### config.mk
export PLATFORM = sky130hd
export DESIGN_NAME = step_motor_phase_driver_flat
export DESIGN_NICKNAME = d
export VERILOG_FILES = /design/src/rtl/step_motor_pkg.sv /design/src/rtl/step_motor_phase_driver_if.sv /design/src/rtl/step_tick_gen.sv /design/src/rtl/step_motor_phase_driver.sv /design/src/flat_wrapper.sv
export SDC_FILE = /design/constraint.sdc
export NUM_CORES = 1
export LEC_CHECK = 0
export CORE_MARGIN = 8
export CORE_UTILIZATION = 37
export CTS_CLUSTER_DIAMETER = 120
export DETAILED_ROUTE_END_ITERATION = 7
export SYNTH_ARGS = -nofsm -noshare
export SYNTH_HDL_FRONTEND = slang
export SYNTH_SLANG_ARGS = --single-unit
### constraint.sdc
create_clock -name new_clk -period 3.3 [get_ports new_clk]
set_input_delay 0.66 -clock new_clk [delete_from_list [all_inputs] [get_ports new_clk]]
set_output_delay 0.66 -clock new_clk [all_outputs]
set_load 0.01 [all_outputs]
### src/rtl/step_motor_pkg.sv
// step_motor_pkg: shared phase table, FSM state type and step-mode encoding for the stepper driver
package step_motor_pkg;
  typedef enum logic {IDLE, RUN} state_t;
  localparam logic FULL = 1'b1;
  localparam logic HALF = 1'b0;
  localparam logic [7:0][3:0] PHASE = {4'b1001, 4'b0001, 4'b0011, 4'b0010,
                                       4'b0110, 4'b0100, 4'b1100, 4'b1000};
endpackage

### src/rtl/step_motor_phase_driver_if.sv
// step_motor_phase_driver_if: run/step/dir control in, coil pattern and status out
// master: press/step control side; slave: the phase driver
interface step_motor_phase_driver_if #(parameter int POS_W = 16);
  logic run_in;
  logic step;
  logic dir;
  logic [3:0] coils;
  logic busy;
  logic step_done;
  logic [POS_W-1:0] position;
  modport master (output run_in, step, dir, input coils, busy, step_done, position);
  modport slave (input run_in, step, dir, output coils, busy, step_done, position);
endinterface

### src/rtl/step_tick_gen.sv
// step_tick_gen: STEP_DIV cycle divider producing a one-cycle tick while enabled
// ports: new_clk, rst (async active-low), enable (count), clear (return to 0), tick
module step_tick_gen #(parameter int STEP_DIV = 10) (
  input  logic new_clk,
  input  logic rst,
  input  logic enable,
  input  logic clear,
  output logic tick
);
  localparam int W = $clog2(STEP_DIV);
  logic [W-1:0] cnt;
  assign tick = enable && cnt == W'(STEP_DIV - 1);
  always_ff @(posedge new_clk or negedge rst)
    if (!rst) cnt <= '0;
    else cnt <= (clear || tick) ? '0 : enable ? cnt + 1'b1 : cnt;
endmodule

### src/rtl/step_motor_phase_driver.sv
// step_motor_phase_driver: turns a run-enable level into timed full/half-step coil phases with a position count
// ports: new_clk, rst (async active-low), bus (slave: run_in/step/dir in; coils/busy/step_done/position out)
// COIL_RELEASE_EN: de-energize coils after RELEASE_CYCLES idle cycles
module step_motor_phase_driver
  import step_motor_pkg::*;
#(
  parameter int STEP_DIV = 10,
  parameter int POS_W = 16,
  parameter int RELEASE_CYCLES = 200
) (
  input logic new_clk,
  input logic rst,
  step_motor_phase_driver_if.slave bus
);
  state_t state, state_nxt;
  logic energize, en_nxt, tick, run_go, release_now;
  logic [2:0] idx, idx_nxt, mag, d;
  logic [POS_W-1:0] pos_nxt;
  assign run_go = state == RUN && bus.run_in;
  assign bus.busy = state == RUN;
  // counter held cleared whenever a step period cannot continue, so partial periods are dropped
  step_tick_gen #(.STEP_DIV(STEP_DIV)) u_tick (
    .new_clk(new_clk),
    .rst(rst),
    .enable(run_go),
    .clear(!run_go),
    .tick(tick)
  );
`ifdef COIL_RELEASE_EN
  localparam int RW = $clog2(RELEASE_CYCLES + 1);
  logic [RW-1:0] rel_cnt;
  logic idle;
  assign idle = state == IDLE && !bus.run_in && energize;
  assign release_now = idle && rel_cnt == RW'(RELEASE_CYCLES - 1);
  always_ff @(posedge new_clk or negedge rst)
    if (!rst) rel_cnt <= '0;
    else rel_cnt <= (idle && !release_now) ? rel_cnt + 1'b1 : '0;
`else
  localparam int unused_release = RELEASE_CYCLES;
  assign release_now = 1'b0;
`endif
  // full-step from an even (single-coil) index moves one half-step to reach a two-coil phase
  always_comb begin
    state_nxt = bus.run_in ? RUN : IDLE;
    mag = (bus.step == FULL && idx[0]) ? 3'd2 : 3'd1;
    d = bus.dir ? mag : 3'd0 - mag;
    idx_nxt = tick ? idx + d : idx;
    pos_nxt = tick ? bus.position + {{(POS_W - 3){d[2]}}, d} : bus.position;
    en_nxt = (state == IDLE && bus.run_in) || (energize && !release_now);
  end
  always_ff @(posedge new_clk or negedge rst)
    if (!rst) begin
      state <= IDLE;
      energize <= 1'b0;
      idx <= '0;
      bus.position <= '0;
      bus.coils <= '0;
      bus.step_done <= 1'b0;
    end else begin
      state <= state_nxt;
      energize <= en_nxt;
      idx <= idx_nxt;
      bus.position <= pos_nxt;
      bus.coils <= en_nxt ? PHASE[idx_nxt] : 4'b0000;
      bus.step_done <= tick;
    end
endmodule

### src/flat_wrapper.sv
// flat-port wrapper written by rule: the top's interface ports become plain ports
module step_motor_phase_driver_flat import step_motor_pkg::*;
#(
  parameter int STEP_DIV = 10,
  parameter int POS_W = 16,
  parameter int RELEASE_CYCLES = 200
)
  (new_clk, rst, bus_run_in, bus_step, bus_dir, bus_coils, bus_busy, bus_step_done, bus_position);
  step_motor_phase_driver_if #(.POS_W(POS_W)) bus_i ();
  input logic new_clk;
  input logic rst;
  input wire logic [$bits(bus_i.run_in)-1:0] bus_run_in;
  input wire logic [$bits(bus_i.step)-1:0] bus_step;
  input wire logic [$bits(bus_i.dir)-1:0] bus_dir;
  output wire logic [$bits(bus_i.coils)-1:0] bus_coils;
  output wire logic [$bits(bus_i.busy)-1:0] bus_busy;
  output wire logic [$bits(bus_i.step_done)-1:0] bus_step_done;
  output wire logic [$bits(bus_i.position)-1:0] bus_position;
  assign bus_i.run_in = bus_run_in;
  assign bus_i.step = bus_step;
  assign bus_i.dir = bus_dir;
  assign bus_coils = bus_i.coils;
  assign bus_busy = bus_i.busy;
  assign bus_step_done = bus_i.step_done;
  assign bus_position = bus_i.position;
  step_motor_phase_driver #(.STEP_DIV(STEP_DIV), .POS_W(POS_W), .RELEASE_CYCLES(RELEASE_CYCLES)) u_core (.new_clk(new_clk), .rst(rst), .bus(bus_i));
endmodule
==> impl_summary.log, run 1 <==
[metrics] diode insertion count for antenna repair: 0
[metrics] number of synthesized flops with an enable pin: 0
[metrics] critical path peak fanout: 10
[metrics] # rows: 26
[metrics] count of max-cap constraint violations: 0
[metrics] remaining global-route overflow: 0
[metrics] Distinct cells, synth: 47
[metrics] Async SR Flop Fraction: 100.0%
[metrics] post-route antenna net violation count: 0
[metrics] max-slew violation total from the final report: 0
[metrics] first-pass GRT wire length: 7300 microns
[metrics] Layout fillers: 496
[metrics] fraction of post-synthesis cell area in the top cell type by area: 37.50%
[metrics] worst slew slack as a fraction of its limit: 67.05%
[metrics] final-stage net count: 272
[metrics] gr usage total: 11.77%
[metrics] clock buffer count from CTS: 5
[metrics] post-CTS setup repair buffer count: 0
[metrics] P_leak: 1.199 nW
[metrics] Highest Signal Layer: met4
[metrics] number of placed I/O pins: 27
[metrics] post-route clock period utilization: 90.05%
[metrics] Avg Cell Area, Syn: 9.399 sq um
[metrics] worst-path cell with the longest stage delay: sky130_fd_sc_hd__clkdlybuf4s50_1
[metrics] weighted congestion reported at the end of routability-driven placement: 0.8840
[metrics] starting density of the core: 38.70%
[metrics] slack of the critical path: 0.3283 ns
[metrics] final-report hold violation count: 0
[metrics] worst-skew pair later-pin latency: 0.28 ns
[metrics] vias in the first global route: 1598
[metrics] length of routed met2 wiring: 1883 microns
[metrics] post-synth net total: 238
[metrics] class of the most critical hold timing path: reg2reg
[metrics] critical path data required time: 3.49 ns
[metrics] Port Buffers: 26
[metrics] count of cells resized by post-cts repair: 0
[metrics] cts hold-fix bufs: 0
[metrics] Met3 Wirelength: 181 microns
[metrics] peak supply drop: 0.0001402 V
[metrics] final std cells w/o fill: 318
[metrics] CTS tree: built
[metrics] series of cell instances along the critical path: clkdlybuf4s50_1 > inv_1 > ha_1 > a21o_1 > a221oi_2 > nor4_1 > o21a_1 > o31ai_1
[metrics] drt wl/cell: 13.18 microns
[metrics] unrepaired setup endpoints after global routing: false
[metrics] number of vias per cell after detailed routing: 5.135
[metrics] HPWL after DPL: 3335 microns
[metrics] Synth warnings: 0
[metrics] buffer levels on the longest clock path: 2
[metrics] Yosys top cell by area: sky130_fd_sc_hd__dfrtp_1
[metrics] Critical Setup Path Class: in2reg
[metrics] most frequently used flop master after synthesis: sky130_fd_sc_hd__dfrtp_1
[metrics] sequential fraction of the synthesis area: 37.50%
[metrics] CTS HTree Levels: 2
[metrics] main area contributors after synthesis: sky130_fd_sc_hd__dfrtp_1 38%, sky130_fd_sc_hd__ha_1 11%, sky130_fd_sc_hd__nand2_1 5.4%
[metrics] final count of negative-setup-slack endpoints: 0
[metrics] placed cells: 310
[metrics] synthesized cell area: 2002 sq um
[metrics] fraction of layout instances using a drive strength above 1: 8.871%
[metrics] largest clock skew in the final design: 0.007606 ns
[metrics] Fmax achieved: 336.5 MHz
[metrics] Die Y-Extent: 89.56 microns
[metrics] Clock Sinks: 30
[metrics] Gate Count Post-Synth: 213
[metrics] crit-path max cell delay: 0.60 ns
[metrics] Tightest Pin Transition: 0.4879 ns
[metrics] routed via count: 1633
[metrics] area taken by flip-flops and latches: 750.7 sq um
[metrics] number of antenna violations at the first check in global routing: 0
[metrics] arrival time at the worst endpoint: 3.16 ns
[metrics] First-pass DRT Iterations: 4
[metrics] library cell with the highest instance count after synthesis: sky130_fd_sc_hd__dfrtp_1
[metrics] signed area change from the synthesized netlist to the final layout: 23.38%
[metrics] endpoint type of the worst setup path: flop
[metrics] Tmin final: 2.972 ns
[metrics] width of the die: 89.56 microns
[metrics] Hold Slack: 0.4953 ns
[metrics] total wire length after detailed routing: 4192 microns
[metrics] commonest cells in the synthesized netlist: 30 x sky130_fd_sc_hd__dfrtp_1, 29 x sky130_fd_sc_hd__nand2_1, 18 x sky130_fd_sc_hd__ha_1, 14 x sky130_fd_sc_hd__inv_1, 14 x sky130_fd_sc_hd__o21ai_0
[metrics] area of the core region: 5172 sq um
[metrics] Root Buffer Master: sky130_fd_sc_hd__clkbuf_8
[metrics] Sum Neg Setup Slack: 0 ns
[metrics] Met1 Routed Length: 2040 microns
[metrics] floorplan die area: 8020 sq um
[metrics] total area of multi-input combinational cells: 1171 sq um
[metrics] result of the run: completed
[metrics] maximum number of pins on one net before global-route repair: 31
[metrics] CP startpoint kind: input port
[metrics] clock-pin slew on the worst setup and hold paths: 0.06 ns
[metrics] Power Density: 301.1 nW/um^2
[metrics] number of DRC markers in iteration 0: 48
[metrics] number of synthesized register bits: 30
[metrics] DR DRC count: 0
[metrics] Post-Place Setup Slack: 0.05416 ns
cells in the final DEF, fill, tap and decap left out, types with 3 or more instances in the layout:
cell type / n
sky130_fd_sc_hd__a21o_1: 8
sky130_fd_sc_hd__a21oi_1: 13
sky130_fd_sc_hd__buf_4: 7
sky130_fd_sc_hd__clkbuf_8: 6
sky130_fd_sc_hd__clkdlybuf4s50_1: 26
sky130_fd_sc_hd__dfrtp_1: 30
sky130_fd_sc_hd__ha_1: 18
sky130_fd_sc_hd__inv_1: 14
sky130_fd_sc_hd__nand2_1: 29
sky130_fd_sc_hd__nand3_1: 4
sky130_fd_sc_hd__nand4_1: 3
sky130_fd_sc_hd__nor2_1: 9
sky130_fd_sc_hd__nor3_1: 4
sky130_fd_sc_hd__nor4_1: 3
sky130_fd_sc_hd__o211a_1: 3
sky130_fd_sc_hd__o21a_1: 4
sky130_fd_sc_hd__o21ai_0: 14
sky130_fd_sc_hd__o221ai_1: 3
sky130_fd_sc_hd__o31ai_1: 3
sky130_fd_sc_hd__or3_1: 3
sky130_fd_sc_hd__xnor2_1: 9
sky130_fd_sc_hd__xor2_1: 4
final cells by class:
| class | instances | share of cell area (%) |
|---|---|---|
| multi-input combinational | 163 | 47.42 |
| sequential | 30 | 30.40 |
| timing repair buffer | 33 | 12.66 |
| tap | 70 | 3.546 |
| clock buffer | 6 | 3.343 |
| inverter | 14 | 2.128 |
| clock inverter | 2 | 0.5066 |
kinds of logic after synthesis:
family | share of synthesized area, %
adders and majority gates | 13.25
and+or+nand+nor | 15.88
buffers and inverters | 4.000
DFF | 37.50
AOI/OAI and AO/OA | 22.13
xor gates and xnor gates | 5.688
muxes | 1.563
final timing paths:
check / cells after the start / to / startpoint / slack [ns]
max in group asynchronous: 2 / u_core.bus.position[7] / rst / 2.26
worst max-delay path: 8 / u_core.bus.position[14] / bus_dir / 0.33
worst max register to register: 8 / u_core.bus.position[14] / u_core.idx[0] / 0.89
min in group asynchronous: 2 / u_core.bus.position[11] / rst / 0.76
worst min-delay path: 1 / u_core.u_tick.cnt[0] / u_core.u_tick.cnt[0] / 0.50
worst min register to register: 1 / u_core.u_tick.cnt[0] / u_core.u_tick.cnt[0] / 0.50
critical path, delay by kind of cell:
| family | cells | cell delay [ns] |
|---|---|---|
| simple gates | 1 | 0.13 |
| fa+ha+maj | 1 | 0.38 |
| compound gates | 4 | 1.15 |
| buf+inv | 2 | 0.84 |
layer usage:
metal / vias up / GRT usage, %
li1: 849 / -
met1: 747 / 14.92
met2: 28 / 18.38
met3: 9 / 3.217
met4: 0 / 4.683
met5: - / 0
metrics by stage:
step	total power [mW]	utilization [%]	cell area (sq um)
floorplan	0.4142	-	2002
global placement	0.4394	45.91	2375
detailed placement	0.4395	45.91	2375
CTS	0.7633	47.75	2470
global route	0.7809	47.75	2470
finish	0.7436	47.75	2470
report_power, final:
part	internal (mW)	leakage, nW	switching (mW)	total [mW]
registers	0.369	0.405	0.00180	0.371
clock network	0.167	0.0472	0.145	0.312
logic	0.0231	0.746	0.0371	0.0602
total	0.560	1.20	0.184	0.744
sequential cells by signal, indices dropped and copies added (netlist names):
name                  count
u_core.bus.step_done      1
u_core.u_tick.cnt         4
u_core.idx                3
u_core.energize           1
u_core.bus.busy           1
u_core.bus.position      16
u_core.bus.coils          4
No activity file was read; power rests on OpenSTA's default activity.
==> inputs of run 2 (changes only) <==
--- a/config.mk
+++ b/config.mk
@@ -5,6 +5,7 @@
 export SDC_FILE = /design/constraint.sdc
 export NUM_CORES = 1
 export LEC_CHECK = 0
+export ABC_AREA = 1
 export CORE_MARGIN = 8
 export CORE_UTILIZATION = 37
 export CTS_CLUSTER_DIAMETER = 120
==> run 2 against run 1 <==
Clock power down 8.0%; worst hold slack better by 0.0071 ns; synthesized cell count grew 40%; largest power group unchanged; highest routed layer unchanged.
==> impl_summary.log, run 2 <==
[metrics] result of the run: completed
[metrics] fraction of layout instances using a drive strength above 1: 6.042%
[metrics] post-route clock period utilization: 78.13%
[metrics] signed area change from the synthesized netlist to the final layout: 19.75%
[metrics] diode insertion count for antenna repair: 0
[metrics] First-pass DRT Iterations: 5
[metrics] floorplan die area: 8476 sq um
[metrics] Post-Place Setup Slack: 0.4003 ns
[metrics] clock-pin slew on the worst setup and hold paths: 0.07 ns
[metrics] largest clock skew in the final design: 0.001960 ns
[metrics] worst-path cell with the longest stage delay: sky130_fd_sc_hd__clkdlybuf4s50_1
[metrics] share of the core filled with cells in the final layout: 46.27%
[metrics] # rows: 27
[metrics] post-route antenna net violation count: 0
[metrics] final count of negative-setup-slack endpoints: 0
[metrics] number of antenna violations at the first check in global routing: 0
[metrics] final std cells w/o fill: 403
[metrics] starting density of the core: 38.64%
[metrics] Post-Place Cell Area: 2485 sq um
[metrics] peak supply drop: 0.0002377 V
[metrics] max FFs per register: 16
[metrics] endpoint type of the worst setup path: flop
[metrics] Hold Slack: 0.5024 ns
[metrics] cts hold-fix bufs: 0
[metrics] vias in the first global route: 1848
[metrics] CTS tree: built
[metrics] Sum Neg Setup Slack: 0 ns
[metrics] placed cells: 396
[metrics] number of placed I/O pins: 27
[metrics] count of max-cap constraint violations: 0
[metrics] critical path data required time: 3.48 ns
[metrics] fraction of post-synthesis cell area in the top cell type by area: 35.07%
[metrics] Tightest Pin Transition: 0.4545 ns
[metrics] remaining global-route overflow: 0
[metrics] number of vias per cell after detailed routing: 4.578
[metrics] gr usage total: 12.07%
[metrics] register bank with the most flops: u_core.bus.position
[metrics] critical path peak fanout: 13
[metrics] weighted congestion reported at the end of routability-driven placement: 0.8631
[metrics] Final Power: 0.7201 mW
[metrics] buffer levels on the longest clock path: 2
[metrics] main area contributors after synthesis: sky130_fd_sc_hd__dfrtp_1 35%, sky130_fd_sc_hd__nand2_1 21%, sky130_fd_sc_hd__ha_1 11%
[metrics] Tmin final: 2.578 ns
[metrics] clock buffer count from CTS: 5
[metrics] first-pass GRT wire length: 8335 microns
[metrics] most common cell after layout, fill and taps aside: sky130_fd_sc_hd__nand2_1
[metrics] class of the most critical hold timing path: reg2reg
[metrics] Critical Setup Path Class: in2reg
[metrics] final-stage net count: 356
[metrics] unrepaired setup endpoints after global routing: false
[metrics] Power Density: 280.9 nW/um^2
[metrics] area of the core region: 5540 sq um
[metrics] Port Buffers: 26
[metrics] CP startpoint kind: input port
[metrics] post-CTS setup repair buffer count: 0
[metrics] library cell with the highest instance count after synthesis: sky130_fd_sc_hd__nand2_1
[metrics] number of synthesized flops with an enable pin: 0
[metrics] worst-skew pair later-pin latency: 0.28 ns
[metrics] total wire length after detailed routing: 4608 microns
[metrics] Fmax achieved: 387.9 MHz
[metrics] most frequently used flop master after synthesis: sky130_fd_sc_hd__dfrtp_1
[metrics] Largest regs: u_core.bus.position (16), u_core.bus.coils (4), u_core.u_tick.cnt (4)
[metrics] drt wl/cell: 11.43 microns
[metrics] slack of the critical path: 0.7218 ns
[metrics] Die Y-Extent: 92.07 microns
[metrics] width of the die: 92.07 microns
[metrics] Gate Count Post-Synth: 299
[metrics] Final Cell Area: 2564 sq um
[metrics] CTS HTree Levels: 2
[metrics] HPWL after DPL: 3575 microns
[metrics] DR DRC count: 0
[metrics] sequential fraction of the synthesis area: 35.07%
[metrics] Yosys top cell by area: sky130_fd_sc_hd__dfrtp_1
[metrics] most used cells in the layout excluding fill and tap cells: 121 x sky130_fd_sc_hd__nand2_1, 42 x sky130_fd_sc_hd__inv_1, 30 x sky130_fd_sc_hd__dfrtp_1
[metrics] arrival time at the worst endpoint: 2.76 ns
[metrics] series of cell instances along the critical path: clkdlybuf4s50_1 > inv_1 > ha_1 > or2_2 > nand3b_1 > nand2_1 > or2_2 > nand3_1 > nand2_1
[metrics] Synth warnings: 0
[metrics] Root Buffer Master: sky130_fd_sc_hd__clkbuf_8
[metrics] worst slew slack as a fraction of its limit: 69.67%
[metrics] area taken by flip-flops and latches: 750.7 sq um
[metrics] synthesized cell area: 2141 sq um
[metrics] Distinct cells, synth: 28
[metrics] Async SR Flop Fraction: 100.0%
[metrics] crit-path max cell delay: 0.49 ns
[metrics] maximum number of pins on one net before global-route repair: 31
[metrics] Layout fillers: 578
[metrics] Clock Sinks: 30
[metrics] Avg Cell Area, Syn: 7.160 sq um
[metrics] commonest cells in the synthesized netlist: 121 x sky130_fd_sc_hd__nand2_1, 42 x sky130_fd_sc_hd__inv_1, 30 x sky130_fd_sc_hd__dfrtp_1, 21 x sky130_fd_sc_hd__nand3_1, 20 x sky130_fd_sc_hd__nor2_1
[metrics] post-synth net total: 324
[metrics] routed via count: 1845
[metrics] max-slew violation total from the final report: 0
[metrics] number of DRC markers in iteration 0: 73
[metrics] count of cells resized by post-cts repair: 0
[metrics] total area of multi-input combinational cells: 1207 sq um
[metrics] final-report hold violation count: 0
[metrics] number of synthesized register bits: 30
[metrics] P_leak: 1.465 nW
[run 2: cell count changes in the layout (fill, tap and decap cells not counted), moves of 4 or more]
cell / previous run / this run
sky130_fd_sc_hd__o21ai_0: 14 / 4
sky130_fd_sc_hd__inv_1: 14 / 42
sky130_fd_sc_hd__a21oi_1: 13 / 7
sky130_fd_sc_hd__nand3_1: 4 / 21
sky130_fd_sc_hd__a21o_1: 8 / 0
sky130_fd_sc_hd__o21a_1: 4 / 0
sky130_fd_sc_hd__nor2_1: 9 / 20
sky130_fd_sc_hd__or2_2: 0 / 4
sky130_fd_sc_hd__xnor2_1: 9 / 3
sky130_fd_sc_hd__buf_4: 7 / 2
sky130_fd_sc_hd__nand2_1: 29 / 121
[run 2: kinds of logic after synthesis]
group                    Yosys count  share of synthesized area (%)
XOR/XNOR                           8                          4.150
adder cells (fa/ha/maj)           20                          12.39
flip-flops                        30                          35.07
AND/OR/NAND/NOR                  181                          36.29
AO/OA/AOI/OAI                     14                          3.565
buffers and inverters             46                          8.533
[run 2: layer usage]
layer,wire [microns],global-route usage [%],up-vias
li1,-,-,982
met1,2186,14.33,822
met2,2088,19.79,32
met3,256,4.156,9
met4,76,4.161,0
met5,0,0,-
[run 2: final cells by class]
| type | instances | area share, % |
|---|---|---|
| Tap cell | 72 | 3.514 |
| Sequential cell | 30 | 29.28 |
| Inverter | 43 | 6.296 |
| Clock inverter | 2 | 0.3904 |
| Clock buffer | 5 | 2.684 |
| Multi-Input combinational cell | 223 | 47.10 |
| Timing Repair Buffer | 28 | 10.74 |
[run 2: worst paths after layout]
check | startpoint | end | slack (ns) | cells after the start
hold reg to reg | u_core.u_tick.cnt[0] | u_core.u_tick.cnt[0] | 0.50 | 1
setup reg to reg | u_core.idx[0] | u_core.bus.coils[3] | 1.31 | 10
hold / removal | u_core.u_tick.cnt[0] | u_core.u_tick.cnt[0] | 0.50 | 1
setup / recovery | bus_dir | u_core.bus.position[5] | 0.72 | 9
max in group asynchronous | rst | u_core.bus.position[0] | 2.24 | 2
min in group asynchronous | rst | u_core.bus.position[4] | 0.76 | 2
[run 2: worst max-delay path, delay by kind of cell]
kind	cells	cell delay [ns]
adder cells (fa/ha/maj)	1	0.35
AND/OR/NAND/NOR	6	0.88
buffers and inverters	2	0.88
[run 2: power by group]
group	internal [mW]	leakage (nW)	switching [mW]	total, mW
Clock	0.141	0.0438	0.145	0.287
Sequential	0.369	0.400	0.00173	0.371
Combinational	0.0227	1.02	0.0397	0.0624
Total	0.534	1.47	0.187	0.720
==> inputs of run 3 (changes only) <==
==> constraint.sdc (replaced) <==
create_clock -name new_clk -period 2.54 [get_ports new_clk]
set_input_delay 0.508 -clock new_clk [delete_from_list [all_inputs] [get_ports new_clk]]
set_output_delay 0.508 -clock new_clk [all_outputs]
set_load 0.01 [all_outputs]
==> run 3 against run 2 <==
Via count rose by 4.0%; design area rose by 5.9%; critical path depth rose by 2; final cell count rose by 4.7%; die area did not move; clock skew barely moved; power rose by 37%; sequential power rose by 30%; combinational power rose by 57%; core utilization rose by 2.7 points; non-clock buffer count rose by 18.
==> impl_summary.log, run 3 (synthesized netlist as in run 2, its figures left out) <==
[metrics] post-route antenna net violation count: 0
[metrics] CP startpoint kind: input port
[metrics] Tmin final: 2.307 ns
[metrics] number of DRC markers in iteration 0: 90
[metrics] Largest regs: u_core.bus.position (16), u_core.bus.coils (4), u_core.u_tick.cnt (4)
[metrics] signed area change from the synthesized netlist to the final layout: 26.83%
[metrics] result of the run: completed
[metrics] worst-skew pair later-pin latency: 0.28 ns
[metrics] CTS HTree Levels: 2
[metrics] area taken by flip-flops and latches: 750.7 sq um
[metrics] drt wl/cell: 11.30 microns
[metrics] total area of multi-input combinational cells: 1207 sq um
[metrics] largest clock skew in the final design: 0.001873 ns
[metrics] most common cell after layout, fill and taps aside: sky130_fd_sc_hd__nand2_1
[metrics] critical path data required time: 2.72 ns
[metrics] floorplan die area: 8476 sq um
[metrics] Hold Slack: 0.4968 ns
[metrics] register bank with the most flops: u_core.bus.position
[metrics] final count of negative-setup-slack endpoints: 0
[metrics] number of vias per cell after detailed routing: 4.545
[metrics] Reg2Reg Capture Point: u_core.bus.coils[3]
[metrics] unrepaired setup endpoints after global routing: false
[metrics] register-to-register setup slack: 0.56 ns
[metrics] Tightest Pin Transition: 0.4288 ns
[metrics] final-stage net count: 374
[metrics] peak supply drop: 0.0002788 V
[metrics] Layout fillers: 569
[metrics] Die Y-Extent: 92.07 microns
[metrics] # rows: 27
[metrics] final-report hold violation count: 0
[metrics] termination of the worst setup path: u_core.bus.coils[3]
[metrics] DR DRC count: 0
[metrics] most used cells in the layout excluding fill and tap cells: 121 x sky130_fd_sc_hd__nand2_1, 42 x sky130_fd_sc_hd__inv_1, 30 x sky130_fd_sc_hd__dfrtp_1
[metrics] endpoint type of the worst setup path: flop
[metrics] Post-Place Cell Area: 2620 sq um
[metrics] maximum number of pins on one net before global-route repair: 31
[metrics] first-pass GRT wire length: 8404 microns
[metrics] Critical Setup Path Class: in2reg
[metrics] Root Buffer Master: sky130_fd_sc_hd__clkbuf_8
[metrics] area of the core region: 5540 sq um
[metrics] Final Cell Area: 2715 sq um
[metrics] depth of the worst register-to-register path: 10
[metrics] count of max-cap constraint violations: 0
[metrics] cts hold-fix bufs: 0
[metrics] Fmax achieved: 433.4 MHz
[metrics] Power Density: 364.4 nW/um^2
[metrics] clock buffer count from CTS: 5
[metrics] diode insertion count for antenna repair: 0
[metrics] max-slew violation total from the final report: 0
[metrics] HPWL after DPL: 3644 microns
[metrics] CTS tree: built
[metrics] Reg-to-Reg Start: u_core.idx[0]
[metrics] critical path peak fanout: 3
[metrics] number of antenna violations at the first check in global routing: 0
[metrics] start point of the critical path: bus_dir
[metrics] buffer levels on the longest clock path: 2
[metrics] remaining global-route overflow: 0
[metrics] post-route clock period utilization: 90.84%
[metrics] routed via count: 1918
[metrics] gr usage total: 12.19%
[metrics] Port Buffers: 26
[metrics] Clock Sinks: 30
[metrics] class of the most critical hold timing path: reg2reg
[metrics] number of placed I/O pins: 27
[metrics] post-CTS setup repair buffer count: 0
[metrics] starting density of the core: 38.64%
[metrics] slack of the critical path: 0.2326 ns
[metrics] width of the die: 92.07 microns
[metrics] total wire length after detailed routing: 4768 microns
[metrics] worst slew slack as a fraction of its limit: 71.35%
[metrics] P_leak: 1.556 nW
[metrics] Post-Place Setup Slack: -0.05607 ns
[metrics] First-pass DRT Iterations: 4
[metrics] weighted congestion reported at the end of routability-driven placement: 0.8442
[metrics] max FFs per register: 16
[metrics] arrival time at the worst endpoint: 2.49 ns
[metrics] fraction of layout instances using a drive strength above 1: 11.14%
[metrics] count of cells resized by post-cts repair: 0
[metrics] vias in the first global route: 1879
[metrics] clock-pin slew on the worst setup and hold paths: 0.07 ns
[metrics] share of the core filled with cells in the final layout: 49.01%
==> run 3: changes by cell type in the layout (fill, tap and decap cells not counted), sizes merged <==
cell	delta
buf	+18
clkbuf	+1
clkinv	-1
clkinvlp	+1
==> run 3: final cells by class <==
type | instances | share of cell area, %
inverter | 43 | 5.945
timing repair buffer | 46 | 15.12
clock buffer | 6 | 3.041
multi-input combinational | 223 | 44.47
clock inverter | 2 | 0.4608
tap | 72 | 3.318
sequential | 30 | 27.65
==> run 3: critical path: stages <==
cell and delay [ns]:
sky130_fd_sc_hd__clkdlybuf4s50_1 0.44, sky130_fd_sc_hd__buf_4 0.16, sky130_fd_sc_hd__nand2_1 0.12, sky130_fd_sc_hd__inv_1 0.07, sky130_fd_sc_hd__fa_1 0.41, sky130_fd_sc_hd__xor2_1 0.24, sky130_fd_sc_hd__nand2_4 0.11, sky130_fd_sc_hd__xor2_1 0.24
sky130_fd_sc_hd__nand2_1 0.08, sky130_fd_sc_hd__nand2_1 0.06, sky130_fd_sc_hd__nor2_1 0.04
==> run 3: report_power, final <==
group | total, mW | leakage [nW] | internal [mW] | switching, mW
Sequential | 0.482 | 0.400 | 0.480 | 0.00220
Clock | 0.409 | 0.0472 | 0.218 | 0.192
Combinational | 0.0979 | 1.11 | 0.0433 | 0.0546
==> run 3: per-stage QoR <==
step | std cells | setup TNS [ns] | power (mW)
2_1_floorplan | 299 | 0 | 0.5417
3_3_place_gp | 414 | -0.05675 | 0.5891
3_5_place_dp | 414 | -0.1918 | 0.5902
4_1_cts | 422 | 0 | 1.014
5_1_grt | 422 | 0 | 1.044
6_report | 422 | 0 | 0.9895
==> run 3: worst min-delay path by stage <==
stage                     slack [ns]  depth (start not counted)                  from                   end
after detailed placement        0.49                          1  u_core.u_tick.cnt[0]  u_core.u_tick.cnt[0]
after global placement          0.48                          1  u_core.u_tick.cnt[0]  u_core.u_tick.cnt[0]
final                           0.50                          1  u_core.u_tick.cnt[0]  u_core.u_tick.cnt[0]
after CTS                       0.50                          1  u_core.u_tick.cnt[0]  u_core.u_tick.cnt[0]
after global routing            0.51                          1  u_core.u_tick.cnt[0]  u_core.u_tick.cnt[0]
after floorplan                 0.21                          0                   rst       u_core.bus.busy
==> run 3: routing by layer <==
metal / GRT usage [%] / up-vias / part of all wire (%)
met2: 20.86 / 30 / 48
li1: - / 1022 / -
met3: 3.749 / 5 / 4.9
met5: 0 / - / 0
met1: 14.11 / 861 / 46
met4: 4.027 / 0 / 1.0
